**config.mk**
```make
export PLATFORM = sky130hd
export DESIGN_NAME = freq_gate_ctrl
export DESIGN_NICKNAME = d
export VERILOG_FILES = /design/src/rtl/freq_gate_ctrl.sv
export SDC_FILE = /design/constraint.sdc
export NUM_CORES = 1
export LEC_CHECK = 0
export CAP_MARGIN = 30
export CORE_ASPECT_RATIO = 0.6
export CORE_UTILIZATION = 52
export DETAILED_ROUTE_END_ITERATION = 8
export HOLD_SLACK_MARGIN = 0.03
export PLACE_DENSITY_LB_ADDON = 0.12
export SKIP_LAST_GASP = 1
export SYNTH_ARGS = -nofsm -noshare
export SYNTH_HDL_FRONTEND = slang
export SYNTH_SLANG_ARGS = --single-unit
export TNS_END_PERCENT = 20
```
**constraint.sdc**
```tcl
create_clock -name clk -period 2.4 [get_ports clk]
set_clock_uncertainty 0.15 [all_clocks]
set_input_delay 0.48 -clock clk [delete_from_list [all_inputs] [get_ports clk]]
set_output_delay 0.48 -clock clk [all_outputs]
set_load 0.05 [all_outputs]
```
**src/rtl/freq_gate_ctrl.sv**
```systemverilog
// freq_gate_ctrl: synchronizes freq_in, counts its rising edges over an edge-aligned gate window and latches the result
module freq_gate_ctrl #(
    parameter int GATE_W      = 24,
    parameter int CNT_W       = 32,
    parameter int SYNC_STAGES = 2
) (
    input  logic              clk,
    input  logic              rst,
    input  logic              freq_in,
    input  logic              start,
    input  logic              continuous,
    input  logic              abort,
    input  logic [GATE_W-1:0] gate_len,
    output logic              busy,
    output logic [CNT_W-1:0]  result,
    output logic              result_valid,
    output logic              overflow,
    output logic              timeout
);
    localparam logic [1:0] IDLE = 2'd0, ARM = 2'd1, GATE = 2'd2;
    logic [SYNC_STAGES-1:0] sync;
    logic                   prev, edge_det, sat_now, last, kill;
    logic [1:0]             state, state_nx;
    logic [GATE_W-1:0]      timer, gate_reg;
    logic [CNT_W-1:0]       cnt, cnt_nx;
    logic                   ovf_int;
    assign edge_det = sync[SYNC_STAGES-1] & ~prev;
    assign sat_now  = edge_det & (&cnt);
    assign cnt_nx   = (edge_det && !(&cnt)) ? cnt + 1'b1 : cnt;
    assign last     = timer == GATE_W'(1);
    assign kill     = abort && state != IDLE;
    always_comb begin
        state_nx = IDLE;
        if (kill)
            state_nx = IDLE;
        else if (state == IDLE)
            state_nx = (start && gate_len != '0) ? ARM : IDLE;
        else if (state == ARM)
            state_nx = edge_det ? GATE : (last && !continuous) ? IDLE : ARM;
        else if (state == GATE)
            state_nx = (last && !continuous) ? IDLE : GATE;
    end
    always_ff @(posedge clk) begin
        if (rst) begin
            sync         <= '0;
            prev         <= 1'b0;
            state        <= IDLE;
            busy         <= 1'b0;
            timer        <= '0;
            gate_reg     <= '0;
            cnt          <= '0;
            ovf_int      <= 1'b0;
            result       <= '0;
            result_valid <= 1'b0;
            overflow     <= 1'b0;
            timeout      <= 1'b0;
        end else begin
            sync         <= {sync[SYNC_STAGES-2:0], freq_in};
            prev         <= sync[SYNC_STAGES-1];
            state        <= state_nx;
            busy         <= state_nx != IDLE;
            result_valid <= 1'b0;
            if (!kill && state == IDLE && start && gate_len != '0) begin
                gate_reg <= gate_len;
                timer    <= gate_len;
                cnt      <= '0;
                ovf_int  <= 1'b0;
            end else if (!kill && state == ARM) begin
                // the arming edge only aligns the window; it is not counted
                if (edge_det) begin
                    timer <= gate_reg;
                    cnt   <= '0;
                end else if (last) begin
                    timer        <= gate_reg;
                    result       <= '0;
                    overflow     <= 1'b0;
                    timeout      <= 1'b1;
                    result_valid <= 1'b1;
                end else begin
                    timer <= timer - 1'b1;
                end
            end else if (!kill && state == GATE) begin
                if (last) begin
                    timer        <= gate_reg;
                    cnt          <= '0;
                    ovf_int      <= 1'b0;
                    result       <= cnt_nx;
                    overflow     <= ovf_int | sat_now;
                    timeout      <= 1'b0;
                    result_valid <= 1'b1;
                end else begin
                    timer   <= timer - 1'b1;
                    cnt     <= cnt_nx;
                    ovf_int <= ovf_int | sat_now;
                end
            end
        end
    end
endmodule

```
# [Word level (Yosys, flattened, before mapping)]
# Cells that the tools add are included.
[word_totals] regBits=122 out_inout_bits=36 elab_cells=85
[classes] addsub=2 eq_ne=5 mux=37 bitwise=6 n_reduce_logical=23
[op_table] cell="$mux 32" count=10
[op_table] cell="$mux 24" count=5
[op_table] cell="$add 32x1->32 const B" count=1
[op_table] cell="$reduce_and 32->1" count=1
[op_table] cell="$eq 24x1->1 const B" count=1
[op_table] cell="$reduce_bool 24->1" count=1
[op_table] cell="$sub 24x1->24 const B" count=1
[op_table] cell="$mux 1" count=16
[op_table] cell="$mux 2" count=6
[op_table] cell="$logic_and 1x1->1" count=9
[op_table] cell="$reduce_bool 2->1" count=3
[op_table] cell="$ne 2x2->1 const B" count=2
[op_table] cell="$reduce_and 2->1" count=2
[op_table] cell="$reduce_and 4->1" count=1
[op_table] cell="$logic_not 1->1" count=3
[op_table] cell="$not 1->1" count=3
[op_table] cell="$reduce_bool 3->1" count=1
[op_table] cell="$and 1x1->1" count=2
[op_table] cell="$eq 2x1->1 const B" count=1
[op_table] cell="$eq 2x2->1 const B" count=1
[op_table] cell="$logic_not 2->1" count=1
[op_table] cell="$reduce_or 2->1" count=1
[op_table] cell="$or 1x1->1" count=1

# [Longest topological paths before layout]
# Gate-level depths: netlist (run 1).
[logic_depth] depth_word=8 mapped_depth=10 depth_no_buf=8

# [Worst setup path before layout (run 1)]
# Ideal clock, no wire load.
[synth_path] path_kind="in2reg" start="in abort" end="reg cnt[1]" t_arrival_ps=2197 setup_slack_ps=-64 stages=8 cell_sequence="buf_2 nor3b_1 nand2_1 o21ai_1 or3_1 clkbuf_1 o21ai_0 a32o_1"
[synth_via] elab_chain_len=6 elab_cells_between_ends=12 cone_classes="1 x eq/ne; 1 x mux; 10 x reduce/logical"
[synth_rtl] item="start, declared" line="12" text="input logic abort,"
[synth_rtl] item="$logic_and 1x1->1 *" line="31" text="assign kill = abort && state != IDLE;"
[synth_rtl] item="$logic_not 1->1 *" line="63, 68, 82"
[synth_rtl] item="$logic_and 1x1->1 (3 in a row)" line="63" text="if (!kill && state == IDLE && start && gate_len != '0) begin"
[synth_rtl] item="$reduce_or 2->1 (no source line)"
[synth_rtl] item="end signal, assigned" line="93" text="cnt <= cnt_nx;"
[synth_rtl] item="end, declared" line="25" text="logic [CNT_W-1:0] cnt, cnt_nx;"
# Mark *: on every way between the ends. The rest lies on a longest branch, timed or not.
# A chain may end at the register's enable or synchronous reset.

# [Worst setup path in the final report (run 1)]
[layout_path] start="reg timer[5]" end="reg cnt[16]"
[layout_via] elab_chain_len=4
[layout_rtl] item="start, declared" line="24" text="logic [GATE_W-1:0] timer, gate_reg;"
[layout_rtl] item="start signal, assigned" line="65" text="timer <= gate_len;"
[layout_rtl] item="start signal, assigned" line="71" text="timer <= gate_reg;"
[layout_rtl] item="start signal, assigned" line="74" text="timer <= gate_reg;"
[layout_rtl] item="$eq 24x1->1" line="30" text="assign last = timer == GATE_W'(1);"
[layout_rtl] item="$mux 32" line="83" text="if (last) begin"
[layout_rtl] item="$mux 32" line="82" text="end else if (!kill && state == GATE) begin"
[layout_rtl] item="$mux 32" line="68" text="end else if (!kill && state == ARM) begin"
# No other way between the ends. The select of a mux whose other input is x is not followed.

==> impl_metrics.ini, run 1 <==
[layout]
regArea_mm2 = 0.00244
fin_nets = 950
fill_cells = 810
fin_area_mm2 = 0.00901
multi_input_area_mm2 = 0.00380
area_growth_pct = 41.1
drive_gt1_frac = 0.271
top_regs = cnt (32), result (32)

[floorplan]
die_area_mm2 = 0.0128
rows = 30
die_h_um = 87.9
design.core.area_mm2 = 0.0116
ios = 66
die_x_um = 145
initial_core_util = 0.549

[yosys]
ys_types = 68
async_flop_share = 0
synthFlopType = dfxtp_1
syn_inst = 733
synthesis.area_mm2 = 0.00639
synth_edf_count = 0
synth_largest_area_cell = dfxtp_1
synth_area_leaders = dfxtp_1 (38%), o2bb2ai_2 (7.0%), nand2_1 (5.6%), a21oi_1 (4.3%), xnor2_1 (4.2%)
ys_seq_area_frac = 0.382
synth_nets = 766
synth_top_area_share = 0.382
ys_warn_count = 0
synth.avg_cell_area_um2 = 8.72
ys_ff_latch = 122

[route]
ant_nets = 0
detail_route.iter0.violations = 607
routedWlPerCell_um = 18.4
via_count = 6604
drc = 0
drtPass1Iterations = 5
wl_um = 20100
vias_per_cell = 6.05

[place]
place_area_mm2 = 0.00815
portBuffers = 65
pre_cts_slack_ns = -0.541
gp_congestion = 0.919
dpl.hpwl_um = 13700

[sta]
maxSlewViolCount = 0
hold_viol = 0
fmax_mhz = 420
worst_pin_slew_ns = 0.525
min_period_ns = 2.38
rsz0062_at_grt = true
period_share = 0.991
report.final.setup_viol = 0
finalWorstSetupSlack_ns = 0.0207
max_slew_margin = 0.649

[global_routing]
grt_pass1_wl_um = 31500
antenna_found_initial = 1
grt_usage = 0.315
grt.overflow.total = 0
grt_pass1_vias = 6109
grt_max_degree = 33

[worst_setup_path]
crit_type = flip-flop to flip-flop
path_max_fanout = 26
crit_required_ns = 2.54
r2r-start = timer[5]$_SDFFE_PP0P_
crit_path_start = timer[5]$_SDFFE_PP0P_
worstSetupStartpointType = flip-flop
critPathArrivalTime_ns = 2.52
critPathCaptureType = flip-flop

[status]
status = finished, final reports clean

[cts]
clkTransAtPathRegs_ns = 0.06
htreeDepth = 4
cts_buffers = 17
cts_sinks = 122
cts-root-buf = clkbuf_16
ctsLongestPathBuffers = 2
tritoncts = built
insertion_delay_ns = 0.42
hold_buffers = 0

[worst_hold_path]
hp-class = input pin to flip-flop
hold_start = gate_len[19]

[power]
p_leak_nw = 3.47
total_power_mw = 5.76
peakVddDrop_mv = 0.557
p_per_area_mw_per_mm2 = 639

[run]
drv_cap = 0
-- cells in the mapped netlist (3+ instances only) --
| library cell | n |
|---|---|
| and3_1 | 8 |
| or3_1 | 11 |
| a31oi_1 | 29 |
| clkbuf_1 | 24 |
| nand2_1 | 95 |
| nand4_1 | 15 |
| a311oi_1 | 3 |
| and4_1 | 6 |
| o31a_1 | 3 |
| nor3_1 | 25 |
| xnor2_1 | 31 |
| nor4_1 | 10 |
| nand2b_1 | 13 |
| xor2_1 | 19 |
| o211ai_1 | 8 |
| buf_6 | 10 |
| nor2_1 | 53 |
| nor4_2 | 3 |
| nand3_1 | 27 |
| a21oi_1 | 55 |
| dfxtp_1 | 122 |
| o21ai_1 | 10 |
| nor2b_1 | 6 |
| buf_2 | 9 |
| a41oi_1 | 6 |
| buf_1 | 3 |
| o21ai_0 | 13 |
| ha_1 | 3 |
| o2bb2ai_2 | 30 |
| inv_1 | 12 |
| a21o_1 | 6 |
| a211oi_1 | 9 |
| a2111oi_0 | 7 |
-- critical path, cell delays in order, from the launching register on --
cell and delay (ns):
dfxtp_1 0.33, nor4_4 0.39, nand4b_4 0.16, or3_4 0.43
and3_1 0.20, buf_12 0.17, a41oi_1 0.33, a31oi_2 0.07
-- final cells by class --
cell class                 instances  area share
antenna                            1    0.000278
clock buffer                      18      0.0487
clock inverter                    14      0.0189
inverter                          12     0.00500
multi-input combinational        553       0.421
sequential                       122       0.271
tap                              160      0.0222
timing repair buffer             211       0.212
-- metal layers --
layer	vias to the layer above	track usage	wire length, um
met5	-	0	0
met1	3138	0.445	9280
met2	349	0.474	8580
li1	3079	-	-
met3	38	0.0750	1940
met4	0	0.109	296
-- power breakdown --
part	leakage, nW	internal (mW)	total [mW]	switching, mW
registers	0.993	2.10	2.16	0.0605
logic	2.19	0.437	0.937	0.500
clock network	0.289	1.66	2.67	1.00
-- cells in the final DEF, fill, tap and decap left out, drive strengths merged, types with 7 or more instances in the layout --
cell type      instances
nor2                  54
buf                  146
o211ai                 9
and3                   9
xnor2                 31
dfxtp                122
a211oi                11
clkdlybuf4s50         51
o2bb2ai               31
inv                   14
nand2b                13
a21oi                 55
nand3                 27
a31oi                 29
clkbuf                19
dlymetal6s2s          13
a2111oi                7
xor2                  19
nor4                  15
nand4                 15
o21ai                 23
or3                   11
nand2                 97
nor3                  28
-- stage by stage --
| step | hold slack (ns) | TNS [ns] | utilization | std cells |
|---|---|---|---|---|
| after global routing | 0.315 | -0.389 | 0.775 | 1090 |
| after detailed placement | 0.299 | -30.65 | 0.700 | 1053 |
| after CTS | 0.307 | -0.124 | 0.757 | 1085 |
| after floorplan | 0.264 | 0 | - | 733 |
| final | 0.277 | 0 | 0.775 | 1091 |
| after global placement | 0.277 | -24.72 | 0.700 | 1053 |
-- final timing paths --
kind,endpoint,slack [ns],cells past startpoint
max reg2reg,cnt[16]$_SDFFE_PP0P_,0.02,7
max,cnt[16]$_SDFFE_PP0P_,0.02,7
min reg2reg,gate_reg[23]$_SDFFE_PP0P_,0.30,2
min,gate_reg[19]$_SDFFE_PP0P_,0.28,3
-- timing repair --
item | in CTS | in global routing
setup endpoints to repair | 38 | 57
endpoints found under the hold margin | 0 | 0
setup buffers | 0 | 3
cloned | 0 | 2
pin swaps | 4 | 11
gates resized for setup | 11 | 41
-- cells by family (layout without fill, tap and decap cells) --
kind of cell	Yosys count	after routing	synth area share
buf+inv	58	255	0.0476
compound gates	202	202	0.250
simple gates	295	295	0.241
xor+xnor	50	50	0.0685
other cells	0	1	0
mux	3	3	0.00490
fa+ha+maj	3	3	0.00587
flops	122	122	0.382
No activity file was read; power rests on OpenSTA's default activity.
==> run 2: changes to the inputs <==
--- a/config.mk
+++ b/config.mk
@@ -10,7 +10,7 @@
 export CORE_UTILIZATION = 52
 export DETAILED_ROUTE_END_ITERATION = 8
 export HOLD_SLACK_MARGIN = 0.03
-export PLACE_DENSITY_LB_ADDON = 0.12
+export PLACE_DENSITY = 0.75
 export SKIP_LAST_GASP = 1
 export SYNTH_ARGS = -nofsm -noshare
 export SYNTH_HDL_FRONTEND = slang
==> run 2 against run 1 <==
The run now ends with setup timing left. Sequential power hardly changed. Clock power fell by 4%. Global-route usage increased by 0.94 points. Final cell count shrank 0.73%. Register-to-register slack got worse by 0.03 ns. Worst setup slack lost 0.026 ns. Sequential share of layout area is essentially flat. Flip-flop and latch count stayed put. Combinational power rose by 3.3%. Fmax down 1.1%. Design area is essentially flat. Largest cell class unchanged. Largest power group unchanged.
==> impl_metrics.ini, run 2 (synthesis gave the netlist of run 1 again) <==
[layout]
area_growth_pct = 41.1
utilization = 0.775
antenna_cells = 0
final_common_cell = buf_4
fill_cells = 760
multi_input_area_mm2 = 0.00391
final_cell_mix = buf_4 (125), dfxtp_1 (117), nand2_1 (93)
fin_nets = 945
drive_gt1_frac = 0.282
regArea_mm2 = 0.00245
top_regs = cnt (32), result (32)
fin_area_mm2 = 0.00902

[status]
violations = setup timing
status = finished with violations

[route]
routedWlPerCell_um = 19.3
via_count = 6711
wl_um = 20900
drc = 0
ant_nets = 0
drtPass1Iterations = 5
detail_route.iter0.violations = 809
vias_per_cell = 6.20

[power]
p_per_area_mw_per_mm2 = 631
p_int_mw = 4.20
p_switching_mw = 1.49
pwr-share-comb = 0.170
seqPwrFrac = 0.381
clkPwrFrac = 0.449
swShare = 0.262
peakVddDrop_mv = 0.498
p_leak_nw = 3.44

[global_routing]
grt_max_degree = 34
grt_pass1_vias = 6386
grt_usage = 0.325
antenna_found_initial = 0
grt.overflow.total = 0
grt_pass1_wl_um = 32600

[sta]
timing.hold.ws_ns = 0.287
maxSlewViolCount = 0
period_share = 1.00
max_slew_margin = 0.651
worst_pin_slew_ns = 0.522
finalWorstSetupSlack_ns = -0.00539
rsz0062_at_grt = true
setup-tns-final_ns = -0.00539
fmax_mhz = 416
hold_viol = 0
report.final.setup_viol = 1
min_period_ns = 2.41

[worst_hold_path]
hold_start = sync[0]$_SDFF_PP0_
hp-class = flip-flop to flip-flop

[worst_setup_path]
critPathCaptureType = flip-flop
critPathArrivalTime_ns = 2.61
cp_cell_sequence = nor4_4, buf_4, buf_4, nand4_1, nor4_4, xnor2_1, a2111oi_2, o31a_1
path_buf_inv = 2
cpPeakStageDelay_ns = 0.37
crit_slowest_cell = a2111oi_2
worstSetupStartpointType = flip-flop
cpLargestDelayFamily = simple AND/OR/NAND/NOR gates
r2r-start = timer[5]$_SDFFE_PP0P_
crit_type = flip-flop to flip-flop
path_max_fanout = 6
crit_path_start = timer[5]$_SDFFE_PP0P_
crit_required_ns = 2.60

[floorplan]
rows = 30
die_h_um = 87.9
initial_core_util = 0.549
ios = 66
die_x_um = 145
design.core.area_mm2 = 0.0116
die_area_mm2 = 0.0128

[cts]
cts-root-buf = clkbuf_16
htreeDepth = 4
hold_buffers = 0
cts_buffers = 17
clkTransAtPathRegs_ns = 0.06
insertion_delay_ns = 0.41
tritoncts = built
cts_sinks = 122
ctsLongestPathBuffers = 2

[run]
drv_cap = 0

[place]
gp_congestion = 0.936
dpl.hpwl_um = 13900
place_area_mm2 = 0.00804
pre_cts_slack_ns = -0.522
portBuffers = 65
==> run 2: cell count changes in the layout (fill, tap and decap cells not counted), sizes merged <==
cell	previous run	this run
buf	146	139
dlymetal6s2s	13	11
and3	9	12
clkinv	5	3
diode	1	0
clkdlybuf4s50	51	53
bufinv	3	2
inv	14	12
clkbuf	19	23
clkinvlp	4	2
==> run 2: worst paths after layout <==
path	end	slack (ns)	cells after the start
worst max-delay path	timer[18]$_SDFFE_PP0P_	-0.005	8
worst min-delay path	sync[1]$_SDFF_PP0_	0.29	1
worst max register to register	timer[18]$_SDFFE_PP0P_	-0.005	8
worst min register to register	sync[1]$_SDFF_PP0_	0.29	1
==> run 2: power by group through the flow <==
stage | sequential (mW) | combinational, mW | clock, mW
6_report | 2.17 | 0.968 | 2.55
5_1_grt | 2.17 | 1.03 | 2.67
4_1_cts | 2.16 | 0.873 | 2.56
3_5_place_dp | 2.20 | 0.832 | 0
3_3_place_gp | 2.20 | 0.804 | 0
2_1_floorplan | 2.21 | 0.445 | 0
==> run 2: final cells by class <==
| cell class | count | area share |
|---|---|---|
| Tap cell | 160 | 0.0222 |
| Inverter | 12 | 0.00500 |
| Timing Repair Buffer | 203 | 0.202 |
| Multi-Input combinational cell | 556 | 0.434 |
| Clock buffer | 23 | 0.0552 |
| Clock inverter | 7 | 0.00999 |
| Sequential cell | 122 | 0.272 |
==> run 2: metrics by stage <==
stage | std cells | power, mW
2_1_floorplan | 733 | 2.65
3_3_place_gp | 1042 | 3.00
3_5_place_dp | 1042 | 3.03
4_1_cts | 1078 | 5.60
5_1_grt | 1083 | 5.87
6_report | 1083 | 5.69
==> run 2: worst register-to-register path, cell delays in order, from the launching register on <==
cell       delay (ns)
dfxtp_1          0.34
nor4_4           0.32
buf_4            0.16
buf_4            0.13
nand4_1          0.25
nor4_4           0.34
xnor2_1          0.13
a2111oi_2        0.37
o31a_1           0.18
==> run 2: per-layer routing <==
metal | part of all wire | routed length, um | GRT usage
met5 | 0 | 0 | 0
met4 | 0.020 | 418 | 0.120
met3 | 0.11 | 2310 | 0.0672
met2 | 0.42 | 8860 | 0.496
met1 | 0.45 | 9330 | 0.456
==> run 2: what timing repair did <==
item,4_1_cts,5_1_grt
resized for setup,9,65
endpoints found under the setup margin,32,105
gates cloned,2,2
pin swaps,6,17
setup buffers,4,3
==> run 3: changes to the inputs <==
--- a/config.mk
+++ b/config.mk
@@ -7,10 +7,12 @@
 export LEC_CHECK = 0
 export CAP_MARGIN = 30
 export CORE_ASPECT_RATIO = 0.6
-export CORE_UTILIZATION = 52
+export CORE_UTILIZATION = 40
 export DETAILED_ROUTE_END_ITERATION = 8
 export HOLD_SLACK_MARGIN = 0.03
-export PLACE_DENSITY = 0.75
+export PLACE_DENSITY = 0.6
+export SETUP_SLACK_MARGIN = 0.3
+export SKIP_CTS_REPAIR_TIMING = 1
 export SKIP_LAST_GASP = 1
 export SYNTH_ARGS = -nofsm -noshare
 export SYNTH_HDL_FRONTEND = slang
==> run 3 against run 2 <==
The run now ends clean. Design area is 8.9% higher. First-iteration DRC count is 31% lower. Critical endpoint is now timer[22]$_SDFFE_PP0P_. Clock power hardly changed. Wire length is 1.1% higher.
==> impl_metrics.ini, run 3 (synthesis gave the netlist of run 1 again) <==
[power]
p_switching_mw = 1.65
peakVddDrop_mv = 0.438
p_int_mw = 4.20
swShare = 0.282
p_leak_nw = 3.76
seqPwrFrac = 0.372
p_per_area_mw_per_mm2 = 595
pwr-share-comb = 0.190
clkPwrFrac = 0.438

[worst_setup_path]
crit_type = flip-flop to flip-flop
cpPeakStageDelay_ns = 0.37
critPathArrivalTime_ns = 2.46
reg2reg_setup_slack_ns = 0.09
worstSetupStartpointType = flip-flop
cp_cell_sequence = nor4_4, nand4b_4, buf_6, o31a_1, buf_4, buf_4, a21o_1, a211oi_1
crit_slowest_cell = nor4_4
r2r-start = timer[6]$_SDFFE_PP0P_
r2r-end = timer[22]$_SDFFE_PP0P_
crit_required_ns = 2.56
ff2ff_path_depth = 8
critPathCaptureType = flip-flop
path_common_cell = buf_4
crit_path_start = timer[6]$_SDFFE_PP0P_
path_max_fanout = 6
cp-endpoint = timer[22]$_SDFFE_PP0P_

[place]
gp_congestion = 0.904
pre_cts_slack_ns = -0.725
dpl.hpwl_um = 14100
portBuffers = 65
dpl.cell_count = 1108

[sta]
report.final.setup_viol = 0
max_slew_margin = 0.650
rsz0062_at_grt = true
finalWorstSetupSlack_ns = 0.0950
hold_viol = 0
maxSlewViolCount = 0
worst_pin_slew_ns = 0.522
period_share = 0.960
fmax_mhz = 434
min_period_ns = 2.31

[cts]
htreeDepth = 4
cts-root-buf = clkbuf_16
clkTransAtPathRegs_ns = 0.06
ctsLongestPathBuffers = 2
insertion_delay_ns = 0.42
cts_buffers = 17
cts_sinks = 122
tritoncts = built

[floorplan]
die_h_um = 99.9
ios = 66
rows = 35
die_x_um = 165
initial_core_util = 0.413
die_area_mm2 = 0.0165
design.core.area_mm2 = 0.0155

[global_routing]
gr-usage-met3 = 0.0587
grt_pass1_vias = 5912
grt_use_met2 = 0.321
use_met1 = 0.375
grt_usage = 0.241
busiest_layer = met1
grt_pass1_wl_um = 31000
grt.overflow.total = 0
grt_max_degree = 34
antenna_found_initial = 0

[layout]
top_regs = cnt (32), result (32)
final_cell_mix = buf_4 (148), dfxtp_1 (112), nand2_1 (84)
final_common_cell = buf_4
utilization = 0.635
finalNonFillerCells = 1160
fin_nets = 978
area_growth_pct = 53.7
drive_gt1_frac = 0.368
antenna_cells = 0
fill_cells = 1236

[route]
via_count = 6510
vias_per_cell = 5.61
drtPass1Iterations = 6
ant_nets = 0
routedWlPerCell_um = 18.2
wl_um = 21200
detail_route.iter0.violations = 556
drc = 0

[status]
status = finished, final reports clean

[worst_hold_path]
hp-class = input pin to flip-flop

[run]
drv_cap = 0
## run 3: cell count changes in the layout (fill, tap and decap cells not counted), moves of 7 or more
cell             delta
nand2_1             -9
a21oi_1             -7
dlymetal6s2s_1      +8
buf_4              +23
clkdlybuf4s50_1    -13
nand2_2             +7
## run 3: area by class of cell
class | count | area (um2) | share of cell area
inverters | 12 | 45.0 | 0.00459
flip-flops and latches | 122 | 2460 | 0.251
clock buffers | 18 | 439 | 0.0447
multi-input cells | 553 | 4230 | 0.431
clock inverters | 13 | 143 | 0.0145
repair buffers | 239 | 2250 | 0.229
well taps | 203 | 254 | 0.0259
## run 3: metal layers
layer  wire length (um)  part of all wire
met2               8570              0.41
met5                  0                 0
met3               1530             0.072
met1              10800              0.51
met4                256             0.012
## run 3: worst max-delay path: cells and delay by family, from the launching register on
family          cells  cell delay (ns)
compound gates      3             0.71
buf+inv             3             0.48
flops               1             0.34
simple gates        2             0.53
## run 3: how the worst min path moves through the flow
stage | startpoint | endpoint | depth (start not counted)
5_1_grt | gate_len[1] | gate_reg[1]$_SDFFE_PP0P_ | 4
4_1_cts | sync[0]$_SDFF_PP0_ | sync[1]$_SDFF_PP0_ | 1
2_1_floorplan | sync[0]$_SDFF_PP0_ | sync[1]$_SDFF_PP0_ | 1
6_report | gate_len[1] | gate_reg[1]$_SDFFE_PP0P_ | 4
3_3_place_gp | sync[0]$_SDFF_PP0_ | sync[1]$_SDFF_PP0_ | 1
3_5_place_dp | sync[0]$_SDFF_PP0_ | sync[1]$_SDFF_PP0_ | 1
## run 3: power groups by stage
| stage | clock network [mW] | logic [mW] | registers (mW) |
|---|---|---|---|
| 3_5_place_dp | 0 | 0.873 | 2.21 |
| 3_3_place_gp | 0 | 0.862 | 2.20 |
| 5_1_grt | 2.67 | 1.18 | 2.18 |
| 2_1_floorplan | 0 | 0.458 | 2.21 |
| 4_1_cts | 2.58 | 0.880 | 2.16 |
| 6_report | 2.56 | 1.11 | 2.17 |
## run 3: through the flow
step,TNS [ns],instance area [um2],hold slack [ns],power (mW)
4_1_cts,-9.03,8930,0.295,5.62
5_1_grt,0,9820,0.290,6.03
2_1_floorplan,0,6490,0.264,2.67
6_report,0,9820,0.275,5.84
3_5_place_dp,-43.98,8350,0.282,3.08
3_3_place_gp,-37.20,8350,0.275,3.07
